--- config.mk ---
export PLATFORM = sky130hd
export DESIGN_NAME = gray_step_decoder
export DESIGN_NICKNAME = d
export VERILOG_FILES = /design/src/rtl/gray_pkg.sv /design/src/rtl/gray_to_binary.sv /design/src/rtl/gray_step_decoder.sv
export SDC_FILE = /design/constraint.sdc
export NUM_CORES = 1
export LEC_CHECK = 0
export BUFFER_PORTS_ARGS = -buffer_cell sky130_fd_sc_hd__buf_4
export CAP_MARGIN = 30
export CORE_UTILIZATION = 60
export DETAILED_ROUTE_END_ITERATION = 8
export GPL_TIMING_DRIVEN = 0
export PLACE_DENSITY_LB_ADDON = 0.3
export RECOVER_POWER = 50
export SYNTH_ARGS = -nofsm -noshare
export SYNTH_HDL_FRONTEND = slang
export SYNTH_HIERARCHICAL = 1
export SYNTH_SLANG_ARGS = --single-unit
export TNS_END_PERCENT = 20
--- constraint.sdc ---
create_clock -name clock -period 11.22 [get_ports clock]
set_clock_uncertainty 0.15 [all_clocks]
set_input_delay 1.122 -clock clock [delete_from_list [all_inputs] [get_ports clock]]
set_output_delay 1.122 -clock clock [all_outputs]
set_load 0.005 [all_outputs]
--- src/rtl/gray_pkg.sv ---
// Shared definitions for the Gray-code step decoder: default width, FSM encoding,
// step direction codes and the error-count saturation value.
package gray_pkg;

  localparam int GRAY_W_DEFAULT = 4;

  typedef enum logic [1:0] {
    FILL  = 2'd0,
    PRIME = 2'd1,
    RUN   = 2'd2
  } dec_state_e;

  localparam logic       DIR_UP   = 1'b1;
  localparam logic       DIR_DOWN = 1'b0;
  localparam logic [7:0] ERR_SAT  = 8'd255;

endpackage

--- src/rtl/gray_to_binary.sv ---
// Combinational Gray-to-binary converter: each binary bit is the XOR of the Gray bits
// at and above its own position.
module gray_to_binary #(
  parameter int W = 4
) (
  input  logic [W-1:0] gray_i,
  output logic [W-1:0] bin_o
);

  for (genvar i = 0; i < W; i++) begin : g_bit
    assign bin_o[i] = ^gray_i[W-1:i];
  end

endmodule

--- src/rtl/gray_step_decoder.sv ---
// Synchronises an asynchronous Gray count, converts it to binary and turns each change
// into an up/down step event or an illegal-jump error, with position and error counters.
module gray_step_decoder
  import gray_pkg::*;
#(
  parameter int GRAY_W      = GRAY_W_DEFAULT,
  parameter int SYNC_STAGES = 2,
  parameter int POS_W       = 8
) (
  input  logic                    clock,
  input  logic                    reset,
  input  logic                    enable,
  input  logic [GRAY_W-1:0]       gray_in,
  input  logic                    clear_pos,
  output logic [GRAY_W-1:0]       bin_out,
  output logic                    step_valid,
  output logic                    step_dir,
  output logic                    step_err,
  output logic signed [POS_W-1:0] position,
  output logic [7:0]              err_count,
  output logic                    primed
);

  localparam logic [GRAY_W-1:0] GRAY_ONE  = {{(GRAY_W-1){1'b0}}, 1'b1};
  localparam logic [POS_W-1:0]  POS_ONE   = {{(POS_W-1){1'b0}}, 1'b1};
  localparam logic [1:0]        FILL_LAST = 2'(SYNC_STAGES - 1);

  dec_state_e                         state_q, state_d;
  logic [1:0]                         fill_q, fill_d;
  logic [SYNC_STAGES-1:0][GRAY_W-1:0] sync_q, sync_d;
  logic [GRAY_W-1:0]                  prev_gray_q, prev_gray_d;
  logic [GRAY_W-1:0]                  bin_out_q, bin_out_d;
  logic                               step_valid_q, step_valid_d;
  logic                               step_dir_q, step_dir_d;
  logic                               step_err_q, step_err_d;
  logic                               primed_q, primed_d;
  logic [POS_W-1:0]                   position_q, position_d;
  logic [7:0]                         err_count_q, err_count_d;

  logic [GRAY_W-1:0] sync_out, bin_new, bin_old, bin_old_inc, bin_old_dec;

  assign sync_out    = sync_q[SYNC_STAGES-1];
  assign bin_old_inc = bin_old + GRAY_ONE;
  assign bin_old_dec = bin_old - GRAY_ONE;

  gray_to_binary #(.W(GRAY_W)) u_g2b_new (.gray_i(sync_out),    .bin_o(bin_new));
  gray_to_binary #(.W(GRAY_W)) u_g2b_old (.gray_i(prev_gray_q), .bin_o(bin_old));

  // Next-state logic: synchroniser shift, FSM, step classifier and accumulators.
  always_comb begin
    state_d      = state_q;
    fill_d       = fill_q;
    sync_d       = sync_q;
    prev_gray_d  = prev_gray_q;
    bin_out_d    = bin_out_q;
    step_valid_d = 1'b0;
    step_dir_d   = step_dir_q;
    step_err_d   = 1'b0;
    primed_d     = primed_q;
    position_d   = position_q;
    err_count_d  = err_count_q;

    if (enable) begin
      sync_d = {sync_q[SYNC_STAGES-2:0], gray_in};
      case (state_q)
        FILL: begin
          if (fill_q == FILL_LAST) begin
            fill_d  = 2'd0;
            state_d = PRIME;
          end else begin
            fill_d = fill_q + 2'd1;
          end
        end
        PRIME: begin
          prev_gray_d = sync_out;
          bin_out_d   = bin_new;
          primed_d    = 1'b1;
          state_d     = RUN;
        end
        RUN: begin
          // Adjacent binary values always differ in exactly one Gray bit, so the
          // +-1 comparison alone separates legal steps from illegal jumps.
          if (sync_out != prev_gray_q) begin
            prev_gray_d = sync_out;
            bin_out_d   = bin_new;
            if (bin_new == bin_old_inc) begin
              step_valid_d = 1'b1;
              step_dir_d   = DIR_UP;
              position_d   = position_q + POS_ONE;
            end else if (bin_new == bin_old_dec) begin
              step_valid_d = 1'b1;
              step_dir_d   = DIR_DOWN;
              position_d   = position_q - POS_ONE;
            end else begin
              step_err_d = 1'b1;
              if (err_count_q != ERR_SAT) begin
                err_count_d = err_count_q + 8'd1;
              end else begin
                err_count_d = err_count_q;
              end
            end
          end else begin
            prev_gray_d = prev_gray_q;
          end
        end
        default: begin
          state_d = FILL;
          fill_d  = 2'd0;
        end
      endcase
      if (clear_pos) begin
        position_d = '0;
      end else begin
        position_d = position_d;
      end
    end else begin
      state_d = state_q;
    end
  end

  // State register with synchronous reset.
  always_ff @(posedge clock) begin
    if (reset) begin
      state_q      <= FILL;
      fill_q       <= 2'd0;
      sync_q       <= '0;
      prev_gray_q  <= '0;
      bin_out_q    <= '0;
      step_valid_q <= 1'b0;
      step_dir_q   <= 1'b0;
      step_err_q   <= 1'b0;
      primed_q     <= 1'b0;
      position_q   <= '0;
      err_count_q  <= 8'd0;
    end else begin
      state_q      <= state_d;
      fill_q       <= fill_d;
      sync_q       <= sync_d;
      prev_gray_q  <= prev_gray_d;
      bin_out_q    <= bin_out_d;
      step_valid_q <= step_valid_d;
      step_dir_q   <= step_dir_d;
      step_err_q   <= step_err_d;
      primed_q     <= primed_d;
      position_q   <= position_d;
      err_count_q  <= err_count_d;
    end
  end

  assign bin_out    = bin_out_q;
  assign step_valid = step_valid_q;
  assign step_dir   = step_dir_q;
  assign step_err   = step_err_q;
  assign position   = position_q;
  assign err_count  = err_count_q;
  assign primed     = primed_q;

endmodule
==> flow_summary.yaml, run 1 <==
outcome:
  outcome: "finished clean"
logic_synthesis:
  synth.avg_cell_area_um2: 9.49
  postSynth.asyncResetShare_pct: 0
  synth_edf_count: 0
  synthesis.nets: 256
  proportion_of_netlist_area_held_by_the_largest_area_contributor_pct: 36.1
  yosys_warnings: 6
  synthDominantAreaCellType: "sky130_fd_sc_hd__dfxtp_1"
  synthCells: 234
  synth_ff_type: "sky130_fd_sc_hd__dfxtp_1"
  synth.cell_area_um2: 2220
  synth.ff_latch_count: 40
  synthTopCellsByArea: "sky130_fd_sc_hd__dfxtp_1 (36%), sky130_fd_sc_hd__mux2i_1 (9.0%), sky130_fd_sc_hd__ha_1 (7.3%)"
  seq_area_frac_synth_pct: 36.1
  yosys.cell_types.count: 45
die:
  core-area_um2: 3440
  die_y_um: 62.8
  std_cell_rows: 21
  floorplan.initialDensity_pct: 64.5
  die_area_um2: 3950
  fp.dieW_um: 62.8
  floorplan.io_pins: 32
drt:
  antenna_violating_nets_post_route: 0
  routed_via_density: 5.57
  totalWireLength_um: 4130
  dr.pass1.iters: 5
  drc_violations: 0
  post_drt_wl_per_cell_um: 13.0
  initialDrtViolationCount: 116
  num_vias: 1772
critical_path:
  worst-r2r-setup-slack_ns: 6.95
  worst_setup_path_end_kind: "flip-flop"
  timing.critical_path.from_type: "flip-flop"
  cp_cell_sequence: "xor2_2, xor2_1, inv_1, ha_1, xnor2_1, nand3_1, nor2_1, inv_1, ha_1, a21oi_1, o211ai_1, o41ai_1, xnor2_1, or4_1, a31oi_1"
  critical_path_arrival_ns: 4.35
  cp_max_fo: 6
  cp_slowest_cell: "sky130_fd_sc_hd__dfxtp_1"
  critical-path-top-delay-family: "XOR/XNOR gates"
  worst-path-buf-inv: 2
  critical-path-max-stage-delay_ns: 0.45
  crit_required_ns: 11.30
  criticalPathCategory: "reg2reg"
clocking:
  cts.reportedPaths.clkPinSlew_ns: 0.08
  tritoncts: "yes"
  ctsHoldBuffers: 0
  cts-htree-levels: 2
  clock_tree.root_cell: "sky130_fd_sc_hd__clkbuf_8"
  postCtsResizedCells: 0
  cts-buffers-inserted: 5
  clock_insertion_delay_worst_skew_ns: 0.30
  cts_post_setup_buffers_inserted: 0
  clockBufferDepth: 2
  tritoncts_sinks: 40
timing:
  slew-limit-headroom_pct: 45.2
  fin_setup_tns_ns: 0
  timing.final.crit_period_ns: 4.27
  max_freq_ghz: 0.234
  finalSetupViolations: 0
  drv_slew: 0
  rsz0062_at_grt: "no"
  layout_worst_path_cycle_share_pct: 38.0
  finalHoldViolations: 0
  worst_slew_pin_slew_ns: 0.823
job:
  cap_violations: 0
grt:
  global_route.overflow_total: 0
  wire_length_of_the_first_global_routing_pass_um: 7110
  grt_start_max_net_pins: 14
  antenna_found_initial: 0
  grt_usage_pct: 23.0
  via_count_of_the_first_global_routing_pass: 1598
power:
  p_leak_nw: 1.04
  pwr_density_cell_nw_per_um2: 117
  worst_ir_drop_vdd_uv: 94.8
  power.total_mw: 0.305
final_layout:
  drive_gt1_share_pct: 17.3
  layout_commonest_cell: "sky130_fd_sc_hd__nor2_1"
  area_delta_synth_final_pct: 17.1
  multi_input_comb_area_um2: 1320
  layout_common_cells: "sky130_fd_sc_hd__nor2_1 (41), sky130_fd_sc_hd__dfxtp_1 (40), sky130_fd_sc_hd__clkbuf_4 (24)"
  layout.nets: 293
  num_antenna_cells: 0
  final.fill_count: 274
  seqCellArea_um2: 801
min_path:
  hp-class: "reg2reg"
place:
  dp.final_hpwl_um: 2990
  finalWeightedCongestion: 0.798
  io_buffer_count: 30
## path summary, 6_finish.rpt
kind | start | cells after the start | endpoint
min reg2reg | fill_q[1] | 1 | fill_q[1]
max reg2reg | prev_gray_q[3] | 15 | position[7]
min | fill_q[1] | 1 | fill_q[1]
max | prev_gray_q[3] | 15 | position[7]
## stage by stage
stage	setup WS, ns	utilization, %	instances	hold WS [ns]	instance area [um2]
6_report	6.95	75.5	318	0.320	2600
3_5_place_dp	7.05	72.7	310	0.311	2500
3_3_place_gp	7.10	72.7	310	0.308	2500
2_1_floorplan	7.46	-	234	0.300	2220
4_1_cts	6.96	75.9	318	0.323	2610
5_1_grt	6.55	75.5	318	0.349	2600
## synth_stat cells, drive strengths merged (6+ instances only)
cell type  number
a21oi           8
ha             13
mux2i          20
a22oi           6
xnor2          18
nor2           41
inv            10
dfxtp          40
nor3            6
xor2            7
nor2b           6
nand3           8
## routing by layer
layer,GRT usage (%),vias up,routed length (um)
li1,-,879,-
met1,28.1,847,1870
met2,37.9,40,2000
met3,6.75,6,194
met4,8.72,0,60
met5,0,-,0
## sequential cells by signal, indices dropped and copies added (netlist names)
signal and cells:
err_count 8, position 8, bin_out 4, prev_gray_q 4, sync_out 4, sync_q 4
fill_q 2, state_q 2, primed 1, step_dir 1, step_err 1, step_valid 1
## worst reg2reg max path, cell delays in order, from the launching register on
cell and delay, ns:
sky130_fd_sc_hd__dfxtp_1 0.45, sky130_fd_sc_hd__xor2_2 0.37, sky130_fd_sc_hd__xor2_1 0.35, sky130_fd_sc_hd__inv_1 0.10, sky130_fd_sc_hd__ha_1 0.29, sky130_fd_sc_hd__xnor2_1 0.16, sky130_fd_sc_hd__nand3_1 0.16, sky130_fd_sc_hd__nor2_1 0.30
sky130_fd_sc_hd__inv_1 0.21, sky130_fd_sc_hd__ha_1 0.31, sky130_fd_sc_hd__a21oi_1 0.19, sky130_fd_sc_hd__o211ai_1 0.15, sky130_fd_sc_hd__o41ai_1 0.33, sky130_fd_sc_hd__xnor2_1 0.13, sky130_fd_sc_hd__or4_1 0.41, sky130_fd_sc_hd__a31oi_1 0.13
## final cells by class
class                      instances  share of cell area, %
buffer                             9                   1.83
clock buffer                       5                   2.65
clock inverter                     3                   1.64
inverter                          10                   1.44
multi-input combinational        175                   50.9
sequential                        40                   30.8
tap                               46                   2.21
timing repair buffer              30                   8.52
## logic make-up (layout without fill, tap and decap cells)
family          after synthesis  after routing  synth area share, %
flops                        40             40                 36.1
xor+xnor                     27             27                 12.9
simple gates                 86             86                 20.1
fa+ha+maj                    14             14                 8.23
buf+inv                      19             57                 4.34
mux                          21             21                 9.53
compound gates               27             27                 8.79
## power breakdown
part | switching [mW] | internal [mW] | leakage (nW) | total [mW]
clock network | 0.0523 | 0.0658 | 0.0541 | 0.118
logic | 0.0219 | 0.0179 | 0.665 | 0.0398
registers | 0.00235 | 0.145 | 0.324 | 0.147
total | 0.0766 | 0.228 | 1.04 | 0.305
(Power assumes the default switching activity.)
==> run 2, diff against run 1 <==
- ABC_AREA: unset -> 1
- CORE_UTILIZATION: 60 -> 58
- clock period: 11.22 -> 4.45 ns (I/O delays scaled with it)
==> run 2 against run 1 <==
Sequential power grew to 3.1 times the previous value. Global-route usage grew 2.5 points. Maximum frequency grew 25%. Cell count grew 43%. Clock power grew 150%. Utilization shrank 5.4 points. Worst setup slack lost 5.9 ns. Synthesized cell count grew 56%. Sequential share of layout area shrank 2.5 points. Non-clock buffer count is the same. First-iteration DRC count grew 29%. Critical path type unchanged. Largest cell class unchanged.
==> flow_summary.yaml, run 2 <==
die:
  core-area_um2: 4030
  fp.dieW_um: 66.8
  floorplan.initialDensity_pct: 60.5
  floorplan.io_pins: 32
  die_y_um: 66.8
  die_area_um2: 4470
  std_cell_rows: 23
grt:
  grt_usage_pct: 25.5
  grt_start_max_net_pins: 13
  via_count_of_the_first_global_routing_pass: 2000
  antenna_found_initial: 0
  wire_length_of_the_first_global_routing_pass_um: 8710
  global_route.overflow_total: 0
place:
  dp.final_hpwl_um: 3830
  finalWeightedCongestion: 0.881
  io_buffer_count: 31
power:
  worst_ir_drop_vdd_uv: 344
  cellInternalPower_mw: 0.900
  seqPwrFrac_pct: 28.0
  p_clk_share_pct: 18.1
  pwr_density_cell_nw_per_um2: 574
  switchingPower_mw: 0.723
  power.total_mw: 1.62
  p_leak_nw: 1.33
  switching_share_pct: 44.5
  comb_power_share_pct: 53.9
drt:
  num_vias: 2302
  post_drt_wl_per_cell_um: 11.2
  routed_via_density: 5.06
  antenna_violating_nets_post_route: 0
  drc_violations: 0
  dr.pass1.iters: 4
  initialDrtViolationCount: 150
  totalWireLength_um: 5120
timing:
  finalHoldViolations: 0
  finalSetupViolations: 0
  max_freq_ghz: 0.294
  drv_slew: 0
  slew-limit-headroom_pct: 64.7
  rsz0062_at_grt: "no"
  worst_slew_pin_slew_ns: 0.529
  timing.final.crit_period_ns: 3.41
  fin_setup_tns_ns: 0
  layout_worst_path_cycle_share_pct: 76.5
final_layout:
  layout.nets: 426
  drive_gt1_share_pct: 13.6
  layout_common_cells: "sky130_fd_sc_hd__nand2_1 (101), sky130_fd_sc_hd__inv_1 (53), sky130_fd_sc_hd__dfxtp_1 (40)"
  finish.utilization_pct: 70.1
  layout_commonest_cell: "sky130_fd_sc_hd__nand2_1"
  multi_input_comb_area_um2: 1380
  seqCellArea_um2: 801
  area_delta_synth_final_pct: 15.9
  final.fill_count: 366
  num_antenna_cells: 0
logic_synthesis:
  yosys_warnings: 6
  post-synth-top-count-cell: "sky130_fd_sc_hd__nand2_1"
  synthDominantAreaCellType: "sky130_fd_sc_hd__dfxtp_1"
  ys_top_cells_by_count: "sky130_fd_sc_hd__nand2_1 (101), sky130_fd_sc_hd__inv_1 (53), sky130_fd_sc_hd__dfxtp_1 (40), sky130_fd_sc_hd__a21oi_1 (33), sky130_fd_sc_hd__nor2_1 (30)"
  synth_edf_count: 0
  seq_area_frac_synth_pct: 32.9
  proportion_of_netlist_area_held_by_the_largest_area_contributor_pct: 32.9
  yosys.cell_types.count: 32
  synthTopCellsByArea: "sky130_fd_sc_hd__dfxtp_1 (33%), sky130_fd_sc_hd__nand2_1 (16%), sky130_fd_sc_hd__inv_1 (8.2%)"
  synth.avg_cell_area_um2: 6.66
  synth.cell_area_um2: 2440
  synthCells: 366
  synth.ff_latch_count: 40
  postSynth.asyncResetShare_pct: 0
  synth_ff_type: "sky130_fd_sc_hd__dfxtp_1"
  synthesis.nets: 388
clocking:
  cts-htree-levels: 2
  tritoncts_sinks: 40
  postCtsResizedCells: 0
  cts.reportedPaths.clkPinSlew_ns: 0.08
  ctsHoldBuffers: 0
  clock_insertion_delay_worst_skew_ns: 0.29
  clockBufferDepth: 2
  cts_post_setup_buffers_inserted: 0
  clock_tree.root_cell: "sky130_fd_sc_hd__clkbuf_8"
  tritoncts: "yes"
  cts-buffers-inserted: 5
critical_path:
  critical_path_arrival_ns: 3.42
  criticalPathCategory: "reg2reg"
  cp_max_fo: 11
  crit_required_ns: 4.46
  r2r.worst_path.cells: 22
  worst_setup_path_end_kind: "flip-flop"
  timing.critical_path.from_type: "flip-flop"
outcome:
  outcome: "finished clean"
job:
  cap_violations: 0
min_path:
  hold_path_depth: 3
  hp-class: "in2reg"
==> run 2: cell count changes after synthesis, sizes merged, moves of 4 or more <==
cell,delta
a21oi,+25
a22oi,-6
inv,+45
mux2i,-20
nand2,+103
nand2b,-5
nand3,+22
nor2,-8
nor2b,-6
nor3,-5
o21ai,+24
or2,+4
xnor2,-12
xor2,-5
==> run 2: worst paths after layout <==
check	startpoint	end	slack, ns
min reg2reg	fill_q[1]	fill_q[1]	0.29
min	gray_in[1]	sync_q[1]	0.22
max	prev_gray_q[3]	position[5]	1.04
max reg2reg	prev_gray_q[3]	position[5]	1.04
==> run 2: power groups by stage <==
stage                     registers (mW)  clock network (mW)  logic, mW
after floorplan                    0.456                   0      0.703
after global placement             0.459                   0      0.842
after detailed placement           0.463                   0      0.873
after CTS                          0.455               0.300      0.878
after global routing               0.463               0.315       1.00
final                              0.454               0.293      0.875
==> run 2: routing by layer <==
metal | GRT usage [%] | wire [um] | vias up
li1 | - | - | 1231
met3 | 4.79 | 134 | 5
met5 | 0 | 0 | -
met2 | 41.9 | 2460 | 35
met4 | 8.51 | 49 | 0
met1 | 33.2 | 2470 | 1031
==> run 2: per-stage QoR <==
| step | setup WS (ns) | cell area (um2) | cells | hold slack [ns] |
|---|---|---|---|---|
| after floorplan | 1.42 | 2440 | 366 | 0.259 |
| after global placement | 1.17 | 2730 | 447 | 0.271 |
| after detailed placement | 1.08 | 2730 | 447 | 0.283 |
| after CTS | 1.07 | 2840 | 455 | 0.204 |
| after global routing | 0.739 | 2830 | 455 | 0.222 |
| final | 1.04 | 2830 | 455 | 0.224 |
==> run 2: kinds of logic (layout without fill, tap and decap cells) <==
group / Yosys count / count (layout) / synth area share [%]
compound gates: 60 / 60 / 12.6
xor+xnor: 8 / 8 / 2.87
fa+ha+maj: 14 / 14 / 7.50
buf+inv: 63 / 102 / 10.4
flops: 40 / 40 / 32.9
simple gates: 181 / 181 / 33.8
==> run 2: critical path: stages (launching register included) <==
cell	delay, ns
sky130_fd_sc_hd__dfxtp_1	0.43
sky130_fd_sc_hd__nand2_1	0.10
sky130_fd_sc_hd__nand2_2	0.15
sky130_fd_sc_hd__nand2_1	0.07
sky130_fd_sc_hd__nand2_1	0.14
sky130_fd_sc_hd__inv_2	0.07
sky130_fd_sc_hd__ha_1	0.32
sky130_fd_sc_hd__inv_1	0.08
sky130_fd_sc_hd__nand2_1	0.05
sky130_fd_sc_hd__nand2_1	0.05
sky130_fd_sc_hd__nand2_1	0.06
sky130_fd_sc_hd__nor2_2	0.17
sky130_fd_sc_hd__nand2_4	0.15
sky130_fd_sc_hd__ha_1	0.37
sky130_fd_sc_hd__nand3_1	0.14
sky130_fd_sc_hd__nand3_1	0.10
sky130_fd_sc_hd__nand2_1	0.10
sky130_fd_sc_hd__nand2_1	0.05
sky130_fd_sc_hd__nand2_1	0.05
sky130_fd_sc_hd__nand2_1	0.06
sky130_fd_sc_hd__or2_2	0.27
sky130_fd_sc_hd__nand3_1	0.08
sky130_fd_sc_hd__a21oi_1	0.06
==> run 2: final cells by class <==
class,count,share of cell area (%)
clock buffer,6,2.57
inverter,55,7.31
tap,50,2.21
clock inverter,2,1.24
buffer,8,1.64
multi-input combinational,263,49.0
timing repair buffer,31,7.71
sequential,40,28.3
==> run 3, diff against run 2 <==
- ABC_AREA: 1 -> 0
- CORE_UTILIZATION: 58 -> 57
- clock period: 4.45 -> 3.2 ns (I/O delays scaled with it)
==> run 3 against run 2 <==
The run now ends with negative setup slack left. Worst setup slack got worse by 1.3 ns. Non-clock buffer count rose by 10. Total power fell by 37%. Utilization rose by 6.8 points. Sequential cell count did not move. Sequential share of layout area rose by 0.20 points. Global-route usage fell by 0.82 points. Cell count fell by 27%. Sequential power rose by 13%. Maximum frequency fell by 1.4%. Combinational power fell by 80%. Die area fell by 7.1%.
==> flow_summary.yaml, run 3 (synthesis gave the netlist of run 1 again) <==
place:
  pre_cts_ws_ns: -0.482
  io_buffer_count: 30
  dp.final_hpwl_um: 3030
  finalWeightedCongestion: 0.777
clocking:
  clock_tree.root_cell: "sky130_fd_sc_hd__clkbuf_8"
  cts-buffers-inserted: 5
  tritoncts_sinks: 40
  tritoncts: "yes"
  clock_insertion_delay_worst_skew_ns: 0.29
  ctsHoldBuffers: 0
  clockBufferDepth: 2
  cts-htree-levels: 2
  cts.reportedPaths.clkPinSlew_ns: 0.08
drt:
  antenna_violating_nets_post_route: 0
  routed.top_layer: "met4"
  num_vias: 1774
  dr_wl_met2_um: 2220
  dr.pass1.iters: 4
  detailroute.wirelength.met3_um: 142
  totalWireLength_um: 4600
  routed_via_density: 5.38
  initialDrtViolationCount: 92
  post_drt_wl_per_cell_um: 13.9
  met1Wirelength_um: 2080
  drc_violations: 0
final_layout:
  seqCellArea_um2: 810
  drive_gt1_share_pct: 27.7
  multi_input_comb_area_um2: 1490
  finish.utilization_pct: 76.9
  num_antenna_cells: 0
  layout.nets: 303
  final.fill_count: 261
  area_delta_synth_final_pct: 27.8
  layout_common_cells: "sky130_fd_sc_hd__nor2_1 (40), sky130_fd_sc_hd__dfxtp_1 (37), sky130_fd_sc_hd__clkbuf_4 (24)"
  layout_commonest_cell: "sky130_fd_sc_hd__nor2_1"
timing:
  fin_setup_tns_ns: -0.252
  timing.final.crit_period_ns: 3.45
  finalSetupViolations: 1
  slew-limit-headroom_pct: 47.1
  layout_worst_path_cycle_share_pct: 108
  worst_slew_pin_slew_ns: 0.794
  max_freq_ghz: 0.290
  drv_slew: 0
  rsz0062_at_grt: "yes"
  hold_slack_ns: 0.110
  finalHoldViolations: 0
  final.setup.worst_slack_ns: -0.252
power:
  p_leak_nw: 1.13
  pwr_density_cell_nw_per_um2: 359
  worst_ir_drop_vdd_uv: 280
  power.total_mw: 1.02
die:
  std_cell_rows: 22
  floorplan.initialDensity_pct: 60.2
  die_area_um2: 4150
  die_y_um: 64.4
  fp.dieW_um: 64.4
  floorplan.io_pins: 32
  core-area_um2: 3690
grt:
  wire_length_of_the_first_global_routing_pass_um: 7780
  via_count_of_the_first_global_routing_pass: 1704
  global_route.overflow_total: 0
  antenna_found_initial: 0
  grt_start_max_net_pins: 13
  grt_usage_pct: 24.7
job:
  cap_violations: 0
critical_path:
  cp_max_fo: 5
  cp_cell_sequence: "xor2_4, xor2_2, inv_2, ha_4, xnor2_4, nand3_2, nor2_4, inv_4, ha_4, a21oi_2, o211ai_1, o41ai_2, xnor2_1, or4_1, a31oi_1"
  top_cell_by_count_worst_path: "sky130_fd_sc_hd__ha_4"
  crit_required_ns: 3.27
  timing.critical_path.from_type: "flip-flop"
  criticalPathCategory: "reg2reg"
  critical_path_arrival_ns: 3.52
  critical-path-max-stage-delay_ns: 0.41
  worst_setup_path_end_kind: "flip-flop"
  cp_slowest_cell: "sky130_fd_sc_hd__or4_1"
min_path:
  hp-class: "in2reg"
outcome:
  violations: "negative setup slack"
  outcome: "finished with violations"
-- run 3: cell types whose count changed in the layout (fill, tap and decap cells not counted), sizes merged, moves of 8 or more --
cell	delta
nand3	-22
xnor2	+12
buf	+8
a21oi	-25
o21ai	-24
nor2	+8
mux2i	+20
nand2	-103
inv	-45
-- run 3: metal layers --
layer,track usage [%],vias to the layer above
li1,-,894
met1,29.9,828
met2,41.6,37
met3,4.64,15
met4,12.5,0
met5,0,-
-- run 3: what timing repair did --
item | in CTS | in global routing
endpoints found under the setup margin | 4 | 4
setup buffers | 9 | 1
resized for setup | 6 | 2
hold endpoints to repair | 0 | 0
pin swaps | 14 | 6
-- run 3: power breakdown --
group	internal, mW	total [mW]	switching (mW)
Combinational	0.0856	0.177	0.0919
Clock	0.153	0.327	0.173
Sequential	0.505	0.514	0.00885
-- run 3: critical path: cells and delay by family (launching register included) --
kind	cells	cell delay, ns
xor gates and xnor gates	4	0.73
buffers and inverters	2	0.18
adders and majority gates	2	0.52
AOI/OAI and AO/OA	4	0.75
DFF	1	0.37
and+or+nand+nor	3	0.67
-- run 3: area by class of cell --
type,instances,area share [%]
multi-input cells,175,52.4
well taps,48,2.12
repair buffers,40,10.6
inverters,10,1.41
plain buffers,9,2.03
flip-flops and latches,40,28.5
clock inverters,1,0.176
clock buffers,7,2.69
-- run 3: through the flow --
step,cells,cell area [um2]
final,330,2840
after global routing,330,2840
after CTS,329,2820
after detailed placement,312,2640
after global placement,312,2640
after floorplan,234,2350
-- run 3: path summary, 6_finish.rpt --
| kind | startpoint | end | slack, ns | depth (start not counted) |
|---|---|---|---|---|
| worst min-delay path | gray_in[2] | sync_q[2] | 0.11 | 3 |
| worst max-delay path | prev_gray_q[2] | position[7] | -0.25 | 15 |
| worst max register to register | prev_gray_q[2] | position[7] | -0.25 | 15 |
| worst min register to register | primed | primed | 0.32 | 2 |
